**src/rtl/cnn_ctrl_pkg.sv**
```systemverilog
// cnn_ctrl_pkg: state encoding, default sizing and state-class helpers shared by
// the CNN layer scheduler and its watchdog.
package cnn_ctrl_pkg;
    localparam int NUM_NEURONS_DEF = 30;
    localparam int TIMEOUT_DEF     = 65535;
    typedef enum logic [2:0] {
        IDLE     = 3'd0,
        LOAD_W   = 3'd1,
        CONV     = 3'd2,
        POOL     = 3'd3,
        NEXT     = 3'd4,
        COMPLETE = 3'd5,
        ERROR    = 3'd6
    } state_e;
    function automatic logic is_busy(state_e s);
        return s inside {LOAD_W, CONV, POOL, NEXT};
    endfunction
    // States that wait on an engine and are therefore guarded by the watchdog
    function automatic logic is_timed(state_e s);
        return s inside {LOAD_W, CONV, POOL};
    endfunction
endpackage

```
**src/rtl/cnn_layer_scheduler_if.sv**
```systemverilog
// cnn_layer_scheduler_if: host and layer-engine handshake bundle; the scheduler
// takes the slave side, the host/engines (or a bench) the master side.
interface cnn_layer_scheduler_if #(parameter int IDX_W = 5);
    logic             start_i;
    logic             abort_i;
    logic             busy_o;
    logic             wgt_load_start_o;
    logic             wgt_load_done_i;
    logic             conv_enable_o;
    logic             conv_done_i;
    logic             pool_enable_o;
    logic             pool_done_i;
    logic [IDX_W-1:0] neuron_idx_o;
    logic             cnn_done_o;
    logic             error_o;
    modport slave (
        input  start_i, abort_i, wgt_load_done_i, conv_done_i, pool_done_i,
        output busy_o, wgt_load_start_o, conv_enable_o, pool_enable_o, neuron_idx_o, cnn_done_o, error_o
    );
    modport master (
        output start_i, abort_i, wgt_load_done_i, conv_done_i, pool_done_i,
        input  busy_o, wgt_load_start_o, conv_enable_o, pool_enable_o, neuron_idx_o, cnn_done_o, error_o
    );
endinterface

```
**src/rtl/cnn_watchdog.sv**
```systemverilog
// cnn_watchdog: per-state cycle counter; expired_o flags the cycle in which the
// count would reach TIMEOUT_CYCLES-1 with the wait still outstanding.
module cnn_watchdog
    import cnn_ctrl_pkg::*;
#(
    parameter int TIMEOUT_CYCLES = TIMEOUT_DEF,
    parameter int TMO_W          = $clog2(TIMEOUT_CYCLES + 1)
) (
    input  logic clk,
    input  logic reset,
    input  logic clr_i,
    input  logic en_i,
    output logic expired_o
);
    logic [TMO_W-1:0] cnt_q, cnt_d;
    always_comb cnt_d = clr_i ? '0 : en_i ? cnt_q + TMO_W'(1) : cnt_q;
    assign expired_o = en_i && (cnt_q == TMO_W'(TIMEOUT_CYCLES - 2));
    always_ff @(posedge clk) begin
        if (reset) cnt_q <= '0;
        else       cnt_q <= cnt_d;
    end
endmodule

```
**src/rtl/cnn_layer_scheduler.sv**
```systemverilog
// cnn_layer_scheduler: runs weight-load, conv and pool once per output channel,
// with abort, watchdog timeout and fully registered outputs.
module cnn_layer_scheduler
    import cnn_ctrl_pkg::*;
#(
    parameter int NUM_NEURONS    = NUM_NEURONS_DEF,
    parameter int TIMEOUT_CYCLES = TIMEOUT_DEF,
    parameter int IDX_W          = (NUM_NEURONS > 1) ? $clog2(NUM_NEURONS) : 1,
    parameter int TMO_W          = $clog2(TIMEOUT_CYCLES + 1)
) (
    input logic                   clk,
    input logic                   reset,
    cnn_layer_scheduler_if.slave  bus
);
    localparam logic [IDX_W-1:0] LAST = IDX_W'(NUM_NEURONS - 1);
    state_e           state_q, state_d;
    logic [IDX_W-1:0] idx_q, idx_d;
    logic             busy_q, wls_q, conv_q, pool_q, done_q, err_q;
    logic             expired;
    cnn_watchdog #(.TIMEOUT_CYCLES(TIMEOUT_CYCLES), .TMO_W(TMO_W)) u_wdog (
        .clk       (clk),
        .reset     (reset),
        .clr_i     (state_d != state_q),
        .en_i      (is_timed(state_q)),
        .expired_o (expired)
    );
    // Abort outranks done and timeout; a done in the timeout cycle outranks expiry
    always_comb begin
        state_d = state_q;
        idx_d   = idx_q;
        if (state_q inside {IDLE, ERROR}) begin
            if (bus.start_i) begin
                state_d = LOAD_W;
                idx_d   = '0;
            end
        end else if (bus.abort_i) begin
            state_d = IDLE;
        end else begin
            case (state_q)
                LOAD_W:   state_d = bus.wgt_load_done_i ? CONV : expired ? ERROR : LOAD_W;
                CONV:     state_d = bus.conv_done_i     ? POOL : expired ? ERROR : CONV;
                POOL:     state_d = bus.pool_done_i     ? NEXT : expired ? ERROR : POOL;
                NEXT: begin
                    state_d = (idx_q == LAST) ? COMPLETE : LOAD_W;
                    idx_d   = (idx_q == LAST) ? idx_q : idx_q + IDX_W'(1);
                end
                default:  state_d = IDLE;
            endcase
        end
    end
    always_ff @(posedge clk) begin
        if (reset) begin
            state_q <= IDLE;
            idx_q   <= '0;
            busy_q  <= 1'b0;
            wls_q   <= 1'b0;
            conv_q  <= 1'b0;
            pool_q  <= 1'b0;
            done_q  <= 1'b0;
            err_q   <= 1'b0;
        end else begin
            state_q <= state_d;
            idx_q   <= idx_d;
            busy_q  <= is_busy(state_d);
            wls_q   <= (state_d == LOAD_W) && (state_q != LOAD_W);
            conv_q  <= state_d == CONV;
            pool_q  <= state_d == POOL;
            done_q  <= state_d == COMPLETE;
            err_q   <= state_d == ERROR;
        end
    end
    assign bus.busy_o           = busy_q;
    assign bus.wgt_load_start_o = wls_q;
    assign bus.conv_enable_o    = conv_q;
    assign bus.pool_enable_o    = pool_q;
    assign bus.neuron_idx_o     = idx_q;
    assign bus.cnn_done_o       = done_q;
    assign bus.error_o          = err_q;
endmodule

```
**src/flat_wrapper.sv**
```systemverilog
// flat-port wrapper written by rule: the top's interface ports become plain ports
module cnn_layer_scheduler_flat import cnn_ctrl_pkg::*;
#(
    parameter int NUM_NEURONS    = NUM_NEURONS_DEF,
    parameter int TIMEOUT_CYCLES = TIMEOUT_DEF,
    parameter int IDX_W          = (NUM_NEURONS > 1) ? $clog2(NUM_NEURONS) : 1,
    parameter int TMO_W          = $clog2(TIMEOUT_CYCLES + 1)
)
  (clk, reset, bus_start_i, bus_abort_i, bus_wgt_load_done_i, bus_conv_done_i, bus_pool_done_i, bus_busy_o, bus_wgt_load_start_o, bus_conv_enable_o, bus_pool_enable_o, bus_neuron_idx_o, bus_cnn_done_o, bus_error_o);
  cnn_layer_scheduler_if #(.IDX_W(IDX_W)) bus_i ();
  input logic clk;
  input logic reset;
  input wire logic [$bits(bus_i.start_i)-1:0] bus_start_i;
  input wire logic [$bits(bus_i.abort_i)-1:0] bus_abort_i;
  input wire logic [$bits(bus_i.wgt_load_done_i)-1:0] bus_wgt_load_done_i;
  input wire logic [$bits(bus_i.conv_done_i)-1:0] bus_conv_done_i;
  input wire logic [$bits(bus_i.pool_done_i)-1:0] bus_pool_done_i;
  output wire logic [$bits(bus_i.busy_o)-1:0] bus_busy_o;
  output wire logic [$bits(bus_i.wgt_load_start_o)-1:0] bus_wgt_load_start_o;
  output wire logic [$bits(bus_i.conv_enable_o)-1:0] bus_conv_enable_o;
  output wire logic [$bits(bus_i.pool_enable_o)-1:0] bus_pool_enable_o;
  output wire logic [$bits(bus_i.neuron_idx_o)-1:0] bus_neuron_idx_o;
  output wire logic [$bits(bus_i.cnn_done_o)-1:0] bus_cnn_done_o;
  output wire logic [$bits(bus_i.error_o)-1:0] bus_error_o;
  assign bus_i.start_i = bus_start_i;
  assign bus_i.abort_i = bus_abort_i;
  assign bus_i.wgt_load_done_i = bus_wgt_load_done_i;
  assign bus_i.conv_done_i = bus_conv_done_i;
  assign bus_i.pool_done_i = bus_pool_done_i;
  assign bus_busy_o = bus_i.busy_o;
  assign bus_wgt_load_start_o = bus_i.wgt_load_start_o;
  assign bus_conv_enable_o = bus_i.conv_enable_o;
  assign bus_pool_enable_o = bus_i.pool_enable_o;
  assign bus_neuron_idx_o = bus_i.neuron_idx_o;
  assign bus_cnn_done_o = bus_i.cnn_done_o;
  assign bus_error_o = bus_i.error_o;
  cnn_layer_scheduler #(.NUM_NEURONS(NUM_NEURONS), .TIMEOUT_CYCLES(TIMEOUT_CYCLES), .IDX_W(IDX_W), .TMO_W(TMO_W)) u_core (.clk(clk), .reset(reset), .bus(bus_i));
endmodule
```
**config.mk**
```make
export PLATFORM = sky130hd
export DESIGN_NAME = cnn_layer_scheduler_flat
export DESIGN_NICKNAME = d
export VERILOG_FILES = /design/src/rtl/cnn_ctrl_pkg.sv /design/src/rtl/cnn_layer_scheduler_if.sv /design/src/rtl/cnn_watchdog.sv /design/src/rtl/cnn_layer_scheduler.sv /design/src/flat_wrapper.sv
export SDC_FILE = /design/constraint.sdc
export NUM_CORES = 1
export LEC_CHECK = 0
export ABC_CLOCK_PERIOD_IN_PS = 1800
export BUFFER_PORTS_ARGS = -buffer_cell sky130_fd_sc_hd__buf_4
export CAP_MARGIN = 10
export CORE_ASPECT_RATIO = 1.4
export CORE_UTILIZATION = 52
export CTS_BUF_LIST = sky130_fd_sc_hd__clkbuf_16
export DETAILED_ROUTE_END_ITERATION = 16
export GPL_ROUTABILITY_DRIVEN = 1
export GPL_TIMING_DRIVEN = 0
export MAX_ROUTING_LAYER = met4
export PLACE_DENSITY = 0.75
export SETUP_SLACK_MARGIN = 0.15
export SYNTH_ARGS = -nofsm -noshare
export SYNTH_HDL_FRONTEND = slang
export SYNTH_SLANG_ARGS = --single-unit
export TNS_END_PERCENT = 10
```
**constraint.sdc**
```tcl
create_clock -name clk -period 1.8 [get_ports clk]
set_input_delay 0.36 -clock clk [delete_from_list [all_inputs] [get_ports clk]]
set_output_delay 0.36 -clock clk [all_outputs]
set_load 0.01 [all_outputs]
```
Word-level counts from Yosys, hierarchy flattened
Index checks and enable logic that the tools add are counted. W data, S select, Z words.

Output and inout port bits: 11. Register bits after elaboration: 30. Logic and storage cells: 54. Input bits: 7.

Reduce and logical (&&, ||, !) cells: 9. Mux-type cells: 16. $add $sub $neg: 2. Equal/unequal tests: 18.

Operators with widths (number): $mux W3 (10); $mux W5 (5); $add A16 B1 Y16 const B (1); $eq A16 B16 Y1 const B (1); $eq A3 B3 Y1 const B (5); $eq A3 B2 Y1 const B (4); $pmux W3 S4 (1); $eq A3 B1 Y1 const B (2); $add A5 B1 Y5 const B (1); $eq A5 B5 Y1 const B (1); $ne A2 B1 Y1 const B (2); $reduce_and A4 Y1 (1); $reduce_bool A2 Y1 (2); $reduce_bool A4 Y1 (1); $logic_not A3 Y1 (1); $ne A3 B1 Y1 const B (1); $ne A3 B3 Y1 (1); $reduce_bool A3 Y1 (1); $logic_and A1 B1 Y1 (2); $ne A2 B2 Y1 const B (1); $reduce_or A2 Y1 (1).

Logic depth before layout (Yosys ltp)
Depth in word-level cells: 10. Mapped depth: 9. Gate-level depth less buffers: 8.

By module
Synthesis repeated with hierarchy kept, for this count alone.

Cell total of the unflattened synthesis: 183. Area total of the unflattened synthesis: 1606.5 sq um.

Modules (own cells, without submodules): cnn_watchdog (area each 812.0 sq um, seq. area each 320.3 sq um, times used 1, cells an instance 92); cnn_layer_scheduler (area each 794.5 sq um, seq. area each 280.3 sq um, times used 1, cells an instance 91).

Worst setup path before layout
Ideal clock, no wire load.

Path kind: register to register. Start point: register u_core.idx_q[0] (netlist: u_core.bus.neuron_idx_o[0]). End point: register u_core.u_wdog.cnt_q[1]. Slack: 12 ps. Path buffers: 0. Data arrival time: 1684 ps. Period minus slack after synthesis: 1788 ps. Stages on the path, launching flop included: 7. Setup time: 103 ps. Required time: 1697 ps. Cells stage by stage: dfxtp_1 -> ha_1 -> nand4_1 -> a211o_1 -> o21ai_1 -> nand4_2 -> a2111oi_2.

Longest elaborated chain between the ends: 7.

RTL lines: start, declared (line cnn_layer_scheduler.sv:17) `logic [IDX_W-1:0] idx_q, idx_d;`; start signal, assigned (line cnn_layer_scheduler.sv:63) `idx_q <= idx_d;`; $eq A5 B5 Y1 (line cnn_layer_scheduler.sv:44) `state_d = (idx_q == LAST) ? COMPLETE : LOAD_W;`; $mux W3 (line cnn_layer_scheduler.sv:44); $pmux W3 S4 (line cnn_layer_scheduler.sv:39) `case (state_q)`; $mux W3 (line cnn_layer_scheduler.sv:36) `end else if (bus.abort_i) begin`; $mux W3 (line cnn_layer_scheduler.sv:31) `if (state_q inside {IDLE, ERROR}) begin`; $ne A3 B3 Y1 (line cnn_layer_scheduler.sv:23) `.clr_i (state_d != state_q),`; $reduce_or A2 Y1 (no source line); end signal, assigned (line cnn_watchdog.sv:20) `else cnt_q <= cnt_d;`; end, declared (line cnn_watchdog.sv:15) `logic [TMO_W-1:0] cnt_q, cnt_d;`.

Every way passes these cells. A chain may end at the register's enable or synchronous reset.

Final worst setup path
Start point: register u_core.state_q[0]. End point: register u_core.u_wdog.cnt_q[2].

Longest elaborated chain between the ends: 10. Elaborated cells on any way between the ends: 21. Classes of those cells: eq/ne (6); mux (10); reduce/logical (5).

RTL lines: start, declared (line cnn_layer_scheduler.sv:16) `state_e state_q, state_d;`; start signal, assigned (line cnn_layer_scheduler.sv:62) `state_q <= state_d;`; $eq A3 B1 Y1 / $eq A3 B2 Y1 (equally long branches) (line cnn_ctrl_pkg.sv:20, cnn_layer_scheduler.sv:39); $reduce_bool A3 Y1 (line cnn_ctrl_pkg.sv:20) `return s inside {LOAD_W, CONV, POOL};`; $logic_and A1 B1 Y1 (line cnn_watchdog.sv:17) `assign expired_o = en_i && (cnt_q == TMO_W'(TIMEOUT_CYCLES - 2));`; $mux W3, on equally long branches (2 in a row) (line cnn_layer_scheduler.sv:42, cnn_layer_scheduler.sv:40, cnn_layer_scheduler.sv:41); $pmux W3 S4 (line cnn_layer_scheduler.sv:39); $mux W3 (line cnn_layer_scheduler.sv:36); $mux W3 (line cnn_layer_scheduler.sv:31); $ne A3 B3 Y1 (line cnn_layer_scheduler.sv:23); $reduce_or A2 Y1 (no source line).

Parallel ways exist; a longest one is shown, timed or not.

==> metrics.yaml <==
timing.hold.ws_ns: 0.464
hp-class: "input pin to register"
hpwl_mm: 2.78
yosysSeqAreaShare: 0.357
hold_buffers: 0
rrSetupSlack_ns: -0.01
fillers: 220
insertion_delay_ns: 0.28
syn_area_um2: 1680
track_usage: 0.269
tns_ns: -0.0679
wire_per_inst_um: 15.7
finalHoldViolations: 0
nets: 243
grt_pass1_vias: 1554
gp_congestion: 0.839
min_period_ns: 1.81
timing.rr.start: "u_core.state_q[0]"
max-slew-margin-rel: 0.587
path_delay_family: "buffers and inverters"
cts_sinks: 30
max_freq_ghz: 0.551
die-area_um2: 3470
viasPerCell: 5.78
powerDensity_nw_per_um2: 784
crit_fanout: 10
timing.max_cap.violations: 0
postSynth.asyncResetShare: 0
path_cells: "clkbuf_4 > nand3_1 > a311oi_2 > o21ai_1 > nand4_2 > buf_6 > buf_8 > nor3_2"
row_count: 24
end_kind: "register"
violations: "setup timing"
drt_first_pass_iters: 4
wl_mm: 4.26
rsz0062_at_grt: "true"
path_class: "register to register"
skew_ns: 0.00348
portBuffers: 15
ys_ff_latch: 30
design.core.area_um2: 3090
synth_edf_count: 0
tightestPinTransition_ns: 0.619
drc: 0
antenna_found_initial: 0
startpoint: "u_core.state_q[0]"
area_growth_syn_to_layout_pct: 34.9
io_pins: 18
reg2regPathDepth: 8
cpPeakStageDelay_ns: 0.41
grt_max_degree: 11
cp-start-kind: "register"
initial_core_util: 0.544
num_vias: 1571
syn_nets: 209
crit_path_end: "u_core.u_wdog.cnt_q[2]"
reg2reg_to: "u_core.u_wdog.cnt_q[2]"
outcome: "complete, but fails checks"
grt_pass1_wl_mm: 6.93
setup_violations: 6
cp_num_cells: 8
syn_inst: 198
peakVddDrop_v: 0.000758
drv_slew: 0
die_y_um: 69.3
path_clk_slew_ns: 0.05
cts_buffer_depth: 2
finalCritPeriodShare: 1.01
gr-total-overflow: 0
numCtsBuffers: 5
worst_slack_ns: -0.0145
worst-path-buf-inv: 3
antenna_left: 0
syn_avg_cell_area_um2: 8.50
drt_iter0_markers: 33
drive_above_1_share: 0.369
synth_ff_type: "dfxtp_1"
diodes: 0
die-width_um: 50.1
power.leakage_nw: 0.829
htree_levels: 2
place_ws_ns: -0.141
crit_arrival_ns: 1.95
root_buffer: "clkbuf_16"
slowest_stage: "dfxtp_2"
ys_types: 51
synth-warning-count: 0
required_ns: 1.94
cts_tree: "done"
-- Yosys cell counts (all sizes together) (2+ instances only) --
master	count	area [um2]
or3	2	17.5
o21bai	2	18.8
xor2	9	78.8
a22o	2	17.5
a21oi	6	30.0
mux2i	2	20.0
clkbuf	4	15.0
nor2b	6	37.5
o31ai	2	15.0
xnor2	8	70.1
and3b	2	17.5
dfxtp	30	601
ha	4	50.1
and2	3	18.8
or2	2	12.5
and4	2	17.5
nor2	21	78.8
nand4	6	43.8
nand3	10	55.1
o21ai	10	50.0
a2111oi	2	42.5
nand2	14	52.6
nor3	20	125
nand2b	2	12.5
buf	5	36.3
inv	8	30.0
-- power by group --
part | switching [mW] | leakage (nW) | total, mW | internal (mW)
clock network | 0.275 | 0.0724 | 0.772 | 0.497
registers | 0.0119 | 0.248 | 0.689 | 0.677
logic | 0.169 | 0.509 | 0.318 | 0.149
total | 0.456 | 0.829 | 1.78 | 1.32
-- placed cells by master, fill, tap and decap left out, types with 2 or more instances in the layout --
cell type  count
clkbuf_1       3
dfxtp_1       21
xnor2_1        8
inv_2          2
inv_1          7
nor3_2        13
nor2_2         3
buf_4         25
buf_6          3
nand2_1       14
o21ai_2        2
dfxtp_4        3
nand2b_1       2
nor2b_1        5
nor2_1        18
buf_8          2
nand4_1        5
o21ai_1        4
mux2i_1        2
a21oi_1        5
nand3_1        9
o21ai_0        4
dfxtp_2        6
and3b_1        2
clkbuf_16      5
a22o_1         2
xor2_1         9
and2_1         2
nor3_1         7
ha_1           3
-- worst min path at each step --
stage	from	end	slack [ns]	depth (start not counted)
after floorplan	u_core.u_wdog.cnt_q[9]	u_core.u_wdog.cnt_q[9]	0.51	2
after global placement	u_core.bus.neuron_idx_o[3]	u_core.bus.neuron_idx_o[3]	0.50	2
after detailed placement	u_core.u_wdog.cnt_q[9]	u_core.u_wdog.cnt_q[9]	0.54	2
after CTS	reset	u_core.u_wdog.cnt_q[5]	0.47	2
after global routing	reset	u_core.u_wdog.cnt_q[5]	0.51	2
final	reset	u_core.u_wdog.cnt_q[5]	0.46	2
-- final cells by class --
class / instances / area (um2) / share of cell area
Multi-Input combinational cell: 151 / 1130 / 0.498
Sequential cell: 30 / 619 / 0.273
Timing Repair Buffer: 27 / 230 / 0.101
Clock buffer: 5 / 125 / 0.0551
Buffer: 9 / 72.6 / 0.0320
Tap cell: 39 / 48.8 / 0.0215
Inverter: 8 / 30.0 / 0.0132
Clock inverter: 3 / 12.5 / 0.00551
-- state kept, by name, summed over array words and instances (netlist names) --
| register | cells |
|---|---|
| u_core.bus.busy_o | 1 |
| u_core.bus.cnn_done_o | 1 |
| u_core.bus.conv_enable_o | 1 |
| u_core.bus.error_o | 1 |
| u_core.bus.neuron_idx_o | 5 |
| u_core.bus.pool_enable_o | 1 |
| u_core.bus.wgt_load_start_o | 1 |
| u_core.state_q | 3 |
| u_core.u_wdog.cnt_q | 16 |
-- layer usage --
metal	up-vias	share of wire	routed length [um]	global-route usage
li1	763	-	-	-
met1	757	0.38	1630	0.273
met2	37	0.56	2380	0.453
met3	14	0.031	131	0.0526
met4	0	0.028	120	0.181
met5	-	0	0	-
-- timing repair --
action,4_1_cts,5_1_grt
buffers inserted,11,0
resized for setup,18,15
setup endpoints to repair,23,28
cloned,1,0
pin swaps,12,10
-- cells by family after synthesis --
family	count (synthesis)	synth area share
and+or+nand+nor	95	0.318
AOI/OAI and AO/OA	33	0.146
DFF	30	0.357
xor gates and xnor gates	17	0.0885
buffers and inverters	17	0.0483
adders and majority gates	4	0.0297
muxes	2	0.0119
-- per-stage QoR --
| step | power [mW] | std cells | instance area [um2] | util |
|---|---|---|---|---|
| 2_1_floorplan | 0.860 | 198 | 1760 | - |
| 6_report | 1.78 | 272 | 2270 | 0.734 |
| 3_3_place_gp | 0.915 | 252 | 1920 | 0.620 |
| 5_1_grt | 1.83 | 272 | 2270 | 0.734 |
| 4_1_cts | 1.77 | 272 | 2220 | 0.719 |
| 3_5_place_dp | 0.920 | 252 | 1920 | 0.620 |
(Power assumes the default switching activity.)
